--- config.mk ---
export PLATFORM = sky130hd
export DESIGN_NAME = universal_shift_reg
export DESIGN_NICKNAME = d
export VERILOG_FILES = /design/src/rtl/universal_shift_reg.sv
export SDC_FILE = /design/constraint.sdc
export NUM_CORES = 1
export LEC_CHECK = 0
export CAP_MARGIN = 20
export CORE_UTILIZATION = 48
export DETAILED_ROUTE_END_ITERATION = 10
export PLACE_DENSITY = 0.84
export SLEW_MARGIN = 20
export SYNTH_ARGS = -nofsm -noshare
export SYNTH_HDL_FRONTEND = slang
export SYNTH_SLANG_ARGS = --single-unit
--- constraint.sdc ---
create_clock -name clk -period 2.2 [get_ports clk]
set_input_delay 0.44 -clock clk [delete_from_list [all_inputs] [get_ports clk]]
set_output_delay 0.44 -clock clk [all_outputs]
set_load 0.1 [all_outputs]
--- src/rtl/universal_shift_reg.sv ---
// Universal shift register: hold, shift left/right (logical and arithmetic),
// rotate left/right, parallel load and clear, sequenced by a small FSM that
// performs one 1-bit operation per clock for multi-bit shifts.
//
// Ports:
//   clk   - clock, all state updates on the rising edge
//   rst   - synchronous active-high reset
//   start - operation request, sampled only in IDLE
//   mode  - operation code, captured at start
//   amt   - shift count 0..WIDTH-1, captured at start
//   din   - parallel load data, sampled at start
//   sin   - serial fill bit, sampled live on every shift edge
//   q     - registered contents
//   sout  - registered last bit shifted or rotated out
//   busy  - high while shifting
//   done  - one-cycle completion pulse
module universal_shift_reg #(
    parameter int unsigned WIDTH = 8
) (
    input  logic                       clk,
    input  logic                       rst,
    input  logic                       start,
    input  logic [2:0]                 mode,
    input  logic [$clog2(WIDTH)-1:0]   amt,
    input  logic [WIDTH-1:0]           din,
    input  logic                       sin,
    output logic [WIDTH-1:0]           q,
    output logic                       sout,
    output logic                       busy,
    output logic                       done
);

    localparam int unsigned AW = $clog2(WIDTH);

    localparam logic [2:0] MODE_HOLD = 3'b000;
    localparam logic [2:0] MODE_SHL  = 3'b001;
    localparam logic [2:0] MODE_SHR  = 3'b010;
    localparam logic [2:0] MODE_ASR  = 3'b011;
    localparam logic [2:0] MODE_ROL  = 3'b100;
    localparam logic [2:0] MODE_ROR  = 3'b101;
    localparam logic [2:0] MODE_LOAD = 3'b110;
    localparam logic [2:0] MODE_CLR  = 3'b111;

    typedef enum logic [1:0] {
        ST_IDLE  = 2'd0,
        ST_SHIFT = 2'd1,
        ST_DONE  = 2'd2
    } state_e;

    state_e             state_q, state_d;
    logic [AW-1:0]      cnt_q,   cnt_d;
    logic [2:0]         op_q,    op_d;
    logic [WIDTH-1:0]   data_q,  data_d;
    logic               sout_q,  sout_d;

    // State and datapath registers
    always_ff @(posedge clk) begin
        if (rst) begin
            state_q <= ST_IDLE;
            cnt_q   <= '0;
            op_q    <= MODE_HOLD;
            data_q  <= '0;
            sout_q  <= 1'b0;
        end else begin
            state_q <= state_d;
            cnt_q   <= cnt_d;
            op_q    <= op_d;
            data_q  <= data_d;
            sout_q  <= sout_d;
        end
    end

    // Next-state and datapath logic
    always_comb begin
        state_d = state_q;
        cnt_d   = cnt_q;
        op_d    = op_q;
        data_d  = data_q;
        sout_d  = sout_q;

        unique case (state_q)
            ST_IDLE: begin
                if (start) begin
                    unique case (mode)
                        MODE_LOAD: begin
                            data_d  = din;
                            state_d = ST_DONE;
                        end
                        MODE_CLR: begin
                            data_d  = '0;
                            state_d = ST_DONE;
                        end
                        MODE_HOLD: begin
                            state_d = ST_DONE;
                        end
                        default: begin
                            // Shift/rotate: a zero count completes like a hold
                            if (amt == '0) begin
                                state_d = ST_DONE;
                            end else begin
                                op_d    = mode;
                                cnt_d   = amt;
                                state_d = ST_SHIFT;
                            end
                        end
                    endcase
                end
            end

            ST_SHIFT: begin
                unique case (op_q)
                    MODE_SHL: begin
                        data_d = {data_q[WIDTH-2:0], sin};
                        sout_d = data_q[WIDTH-1];
                    end
                    MODE_SHR: begin
                        data_d = {sin, data_q[WIDTH-1:1]};
                        sout_d = data_q[0];
                    end
                    MODE_ASR: begin
                        data_d = {data_q[WIDTH-1], data_q[WIDTH-1:1]};
                        sout_d = data_q[0];
                    end
                    MODE_ROL: begin
                        data_d = {data_q[WIDTH-2:0], data_q[WIDTH-1]};
                        sout_d = data_q[WIDTH-1];
                    end
                    MODE_ROR: begin
                        data_d = {data_q[0], data_q[WIDTH-1:1]};
                        sout_d = data_q[0];
                    end
                    default: begin
                        data_d = data_q;
                    end
                endcase
                cnt_d = cnt_q - AW'(1);
                if (cnt_q == AW'(1)) begin
                    state_d = ST_DONE;
                end
            end

            ST_DONE: begin
                state_d = ST_IDLE;
            end

            default: begin
                state_d = ST_IDLE;
            end
        endcase
    end

    // Moore outputs decoded from registered state
    assign q    = data_q;
    assign sout = sout_q;
    assign busy = (state_q == ST_SHIFT);
    assign done = (state_q == ST_DONE);

endmodule

== Word-level counts from Yosys, hierarchy flattened ==
Index checks and enable logic that the tools add are counted.

* Register bits: 17
* Bits of input ports: 18
* Output and inout port bits: 11
* Word-level logic and storage cells: 55

* $add $sub $neg: 1
* Eq/ne operators: 18
* Muxes and demuxes: 14
* Bitwise logic cells: 2
* Reductions and logical operators: 14

{| class="wikitable"
|+ Operators with widths
! operator !! count
|-
| 8-bit case mux with 5 select lines || 1
|-
| 8-bit case mux with 2 select lines || 2
|-
| 3-bit == test, second input constant || 4
|-
| 4-bit AND reduction || 3
|-
| 3-bit 2-to-1 mux || 3
|-
| 2-bit 2-to-1 mux || 4
|-
| 8-bit 2-to-1 mux || 1
|-
| 2-bit != test, second input constant || 4
|-
| 3-bit by 1-bit == test with 1-bit output, second input constant || 2
|-
| 3-bit by 2-bit == test with 1-bit output, second input constant || 2
|-
| 3-bit logical NOT || 2
|-
| 6-bit by 1-bit != test with 1-bit output, second input constant || 1
|-
| 3-bit case mux with 2 select lines || 1
|-
| 3-bit OR reduction || 2
|-
| 5-bit by 1-bit != test with 1-bit output, second input constant || 1
|-
| 5-bit AND reduction || 1
|-
| 2-bit case mux with 2 select lines || 1
|-
| 2-bit AND reduction || 2
|-
| 2-bit nonzero test || 2
|-
| 3-bit by 1-bit != test with 1-bit output, second input constant || 1
|-
| 3-bit by 1-bit subtractor with 3-bit output, second input constant || 1
|-
| 2-bit by 1-bit == test with 1-bit output, second input constant || 1
|-
| 2-bit == test, second input constant || 1
|-
| 2-bit logical NOT || 1
|-
| other kinds (4) || 5
|}

== Depth between registers and ports, before layout ==
* Word-level depth: 5
* Depth in mapped cells: 7
* Gate-level depth less buffers: 6

== Least setup slack after synthesis ==
Ideal clock, no wire load.

* Kind: flip-flop to output port
* Start: register state_q[1]
* End: output done
* Arrival time: 1.765 ns
* Data required time: 1.760 ns
* Path slack: -0.005 ns
* Stages on the path, launching flop included: 4
* Path buffers: 1
* Cell sequence: dfxtp_1 buf_2 inv_1 nor2_1

* Longest elaborated chain between the ends: 1

{| class="wikitable"
|+ RTL lines
! element !! line !! source
|-
| from (decl) || 50 || <nowiki>state_e state_q, state_d;</nowiki>
|-
| from (signal assigned) || 65 || <nowiki>state_q <= state_d;</nowiki>
|-
| 2-bit == test || 156 || <nowiki>assign done = (state_q == ST_DONE);</nowiki>
|-
| to (decl) || 30 || <nowiki>output logic done</nowiki>
|}

Every way passes these cells.

== Final worst setup path ==
* Start: input start
* End: register op_q[1]

* Longest elaborated chain between the ends: 1

{| class="wikitable"
|+ RTL lines
! element !! line !! source
|-
| from (decl) || 22 || <nowiki>input logic start,</nowiki>
|-
| 4-bit AND reduction (no line) || -- ||
|-
| to (signal assigned) || 67 || <nowiki>op_q <= op_d;</nowiki>
|-
| to (decl) || 52 || <nowiki>logic [2:0] op_q, op_d;</nowiki>
|}

Every way passes these cells.
A chain may end at the register's enable or synchronous reset.

==> summary.md <==
| Metric | Value |
|---|---|
| Outcome | `complete, no violations` |
| Most frequent cells in the layout | `nand2_1, dfxtp_1, clkdlybuf4s50_1, nor2_1, buf_4` |
| Post-Syn Area | `1160 um2` |
| Worst slew pin tran | `around 540 ps` |
| Initial antenna violation count | `0` |
| Max Fclk | `just over 0.5 GHz` |
| Final wirelength | `roughly 2.8 mm` |
| Boundary Pins | `29` |
| CP Data Required Time | `roughly 2400 ps` |
| Maximum root-to-sink buffer count | `2` |
| Htree depth | `1` |
| # hold bufs at CTS | `0` |
| Largest stage delay, worst path | `between 500 and 600 ps` |
| Skew final | `about 0.91 ps` |
| Final Hold Viols | `0` |
| CP Capture Type | `flip-flop` |
| Comb pwr share | `0.432` |
| First-pass GRT wire length | `4.87 mm` |
| VDD IR-drop max | `roughly 0.00046 V` |
| Post-route ant nets | `0` |
| # DRC | `0` |
| Critical Path Fanout Max | `5` |
| Wirelength per Cell | `roughly 15 um` |
| Number of max-cap violations | `0` |
| RSZ-0062 raised after global routing | `no` |
| Clk root buf | `clkbuf_4` |
| Post_cts resized | `0` |
| Port bufs | `28` |
| Clock power frac | `0.176` |
| Synth-to-Final Area Change | `29.4%` |
| Nets | `184` |
| Routed vias | `around 1100` |
| First-pass DRT Iterations | `4` |
| Cell family with most CP delay | `simple AND/OR/NAND/NOR gates` |
| Worst setup SP type | `input pin` |
| Post-CTS setup buffers | `0` |
| Design Power | `952 uW` |
| # placed instances | `roughly 190` |
| Number of flops mapped to enable cells by yosys | `0` |
| Post-route minimum period | `1950 ps` |
| Die area | `about 2600 um2` |
| Mapped Cells | `between 100 and 150` |
| Gr usage total | `0.250` |
| Fin. max-slew vios | `0` |
| Sw Share | `0.407` |
| Synth warnings | `0` |
| Sequential cell area fraction in the yosys report | `0.293` |
| # rows | `17` |
| Avg Inst Size Synth | `between 8 and 9 um2` |
| Reg power frac | `0.392` |
| Critical-path top delay cell | `clkdlybuf4s50_1` |
| Vias in the first global route | `1137` |
| Buffers and inverters on the worst path | `1` |
| Clock Sinks | `17` |
| Gpl congestion | `between 0.8 and 0.9` |
| Grt ovf | `0` |
| Setup violators final | `0` |
| Pint | `564 uW` |
| P_leak | `roughly 0.55 nW` |
| Die width | `51.2 um` |
| Antenna Cells | `0` |
| Register bit total from synthesis | `17` |
| Net Sw Power | `between 300 and 400 uW` |
| Reg clk slew, reported paths | `around 100 ps` |
| CP arrival | `2120 ps` |
| Iteration-0 DRC Markers | `7` |
| Via density | `about 5.7` |
| Inserted Clock Buffers | `3` |
| Crit-path cells | `clkdlybuf4s50_1 -> or3b_4 -> nor4b_4 -> mux2i_1 -> nor2_1` |
| Tcrit/Tclk final | `0.888` |
| Hold crit path type | `reg2reg` |
| Hpwl dp | `2.15 mm` |
| Relative slew slack | `0.638` |
| CTS tree | `built` |
| FFs w/ async S/R, synth | `0` |
| Post-Syn Nets | `between 150 and 200` |
| Distinct cells, synth | `42` |
| Pwr/cell area | `~630 nW/um2` |
| Final Non-Filler Cells | `about 190` |
| Total core area | `about 2300 um2` |
| Fraction of final layout cells with drive strength greater than 1 | `0.245` |
| Clk_lat worst skew | `approximately 290 ps` |
| Largest net degree at the start of global routing | `16` |
| Initial Utilization | `0.514` |
| Die height | `about 51 um` |
| WS Path Type | `in2reg` |
| Top_reg_cell synth | `dfxtp_1` |
-- sequential cells by signal, indices dropped and copies added (netlist names) --
register	flops
op_q	3
state_q	2
cnt_q	3
q	8
sout	1
-- power groups by stage --
stage	registers, mW	logic, mW	clock network (mW)
floorplan	0.465	0.210	0
detailed placement	0.379	0.412	0
global placement	0.377	0.401	0
global route	0.378	0.442	0.190
finish	0.373	0.411	0.168
CTS	0.372	0.414	0.172
-- cell families (layout without fill, tap and decap cells) --
kind of cell               after synthesis  in the layout  share of synthesized area
xor gates and xnor gates                 1              1                    0.00755
DFF                                     17             17                      0.293
muxes                                   12             12                      0.121
adders and majority gates                2              2                     0.0216
and+or+nand+nor                         55             55                      0.260
buffers and inverters                   16             45                     0.0690
AOI/OAI and AO/OA                       31             31                      0.228
-- cells in the mapped netlist (2+ instances only) --
| master | n | area (um2) |
|---|---|---|
| nand2_1 | 17 | 63.8 |
| or3_1 | 5 | 31.3 |
| clkbuf_1 | 2 | 7.51 |
| dfxtp_1 | 17 | 340 |
| nor3_1 | 4 | 20.0 |
| buf_2 | 4 | 20.0 |
| inv_1 | 7 | 26.3 |
| o21ai_0 | 2 | 10.0 |
| ha_1 | 2 | 25.0 |
| a21oi_1 | 7 | 35.0 |
| buf_6 | 2 | 22.5 |
| mux2i_1 | 5 | 50.1 |
| nor2_1 | 15 | 56.3 |
| a211oi_1 | 3 | 22.5 |
| o22ai_1 | 2 | 12.5 |
| mux2_2 | 6 | 67.6 |
| a311oi_2 | 3 | 45.0 |
| nor3b_1 | 2 | 15.0 |
| a31oi_1 | 2 | 12.5 |
| a311oi_1 | 3 | 26.3 |
| a32oi_1 | 2 | 17.5 |
| o21ba_2 | 2 | 20.0 |
-- worst reg2reg max path, cell delays in order, from the launching register on --
cell and delay (ps):
dfxtp_1 440, or3b_4 480, nor4b_4 440, mux2i_1 240, nor2_1 50
-- layout make-up --
cell class	count	area, um2
Clock buffer	4	26.3
Timing Repair Buffer	33	328
Sequential cell	17	340
Fill cell	194	753
Multi-Input combinational cell	101	742
Inverter	8	30.0
Tap cell	28	35.0
-- path summary, 6_finish.rpt --
| path | endpoint | cells past startpoint | start | slack (ps) |
|---|---|---|---|---|
| worst max-delay path | op_q[1] | 5 | start | 250 |
| worst min-delay path | cnt_q[1] | 2 | cnt_q[1] | 480 |
| worst max register to register | op_q[1] | 4 | state_q[0] | 440 |
| worst min register to register | cnt_q[1] | 2 | cnt_q[1] | 480 |
-- layer usage --
metal,part of all wire,vias up,global-route usage
li1,-,541,-
met1,0.42,511,0.269
met2,0.53,33,0.496
met3,0.034,4,0.0268
met4,0.014,0,0.0787
met5,0,-,0
-- through the flow --
step | instance area (um2) | hold slack, ps | setup TNS (ps) | utilization | setup slack, ps
floorplan | 1160 | 446 | 0 | - | 325
global placement | 1480 | 458 | 0 | 0.654 | 11.9
detailed placement | 1480 | 467 | -86.6 | 0.654 | -33.2
CTS | 1500 | 479 | 0 | 0.666 | 272
global route | 1500 | 524 | 0 | 0.666 | 183
finish | 1500 | 475 | 0 | 0.666 | 246
Power figures use the tool's default switching activity.
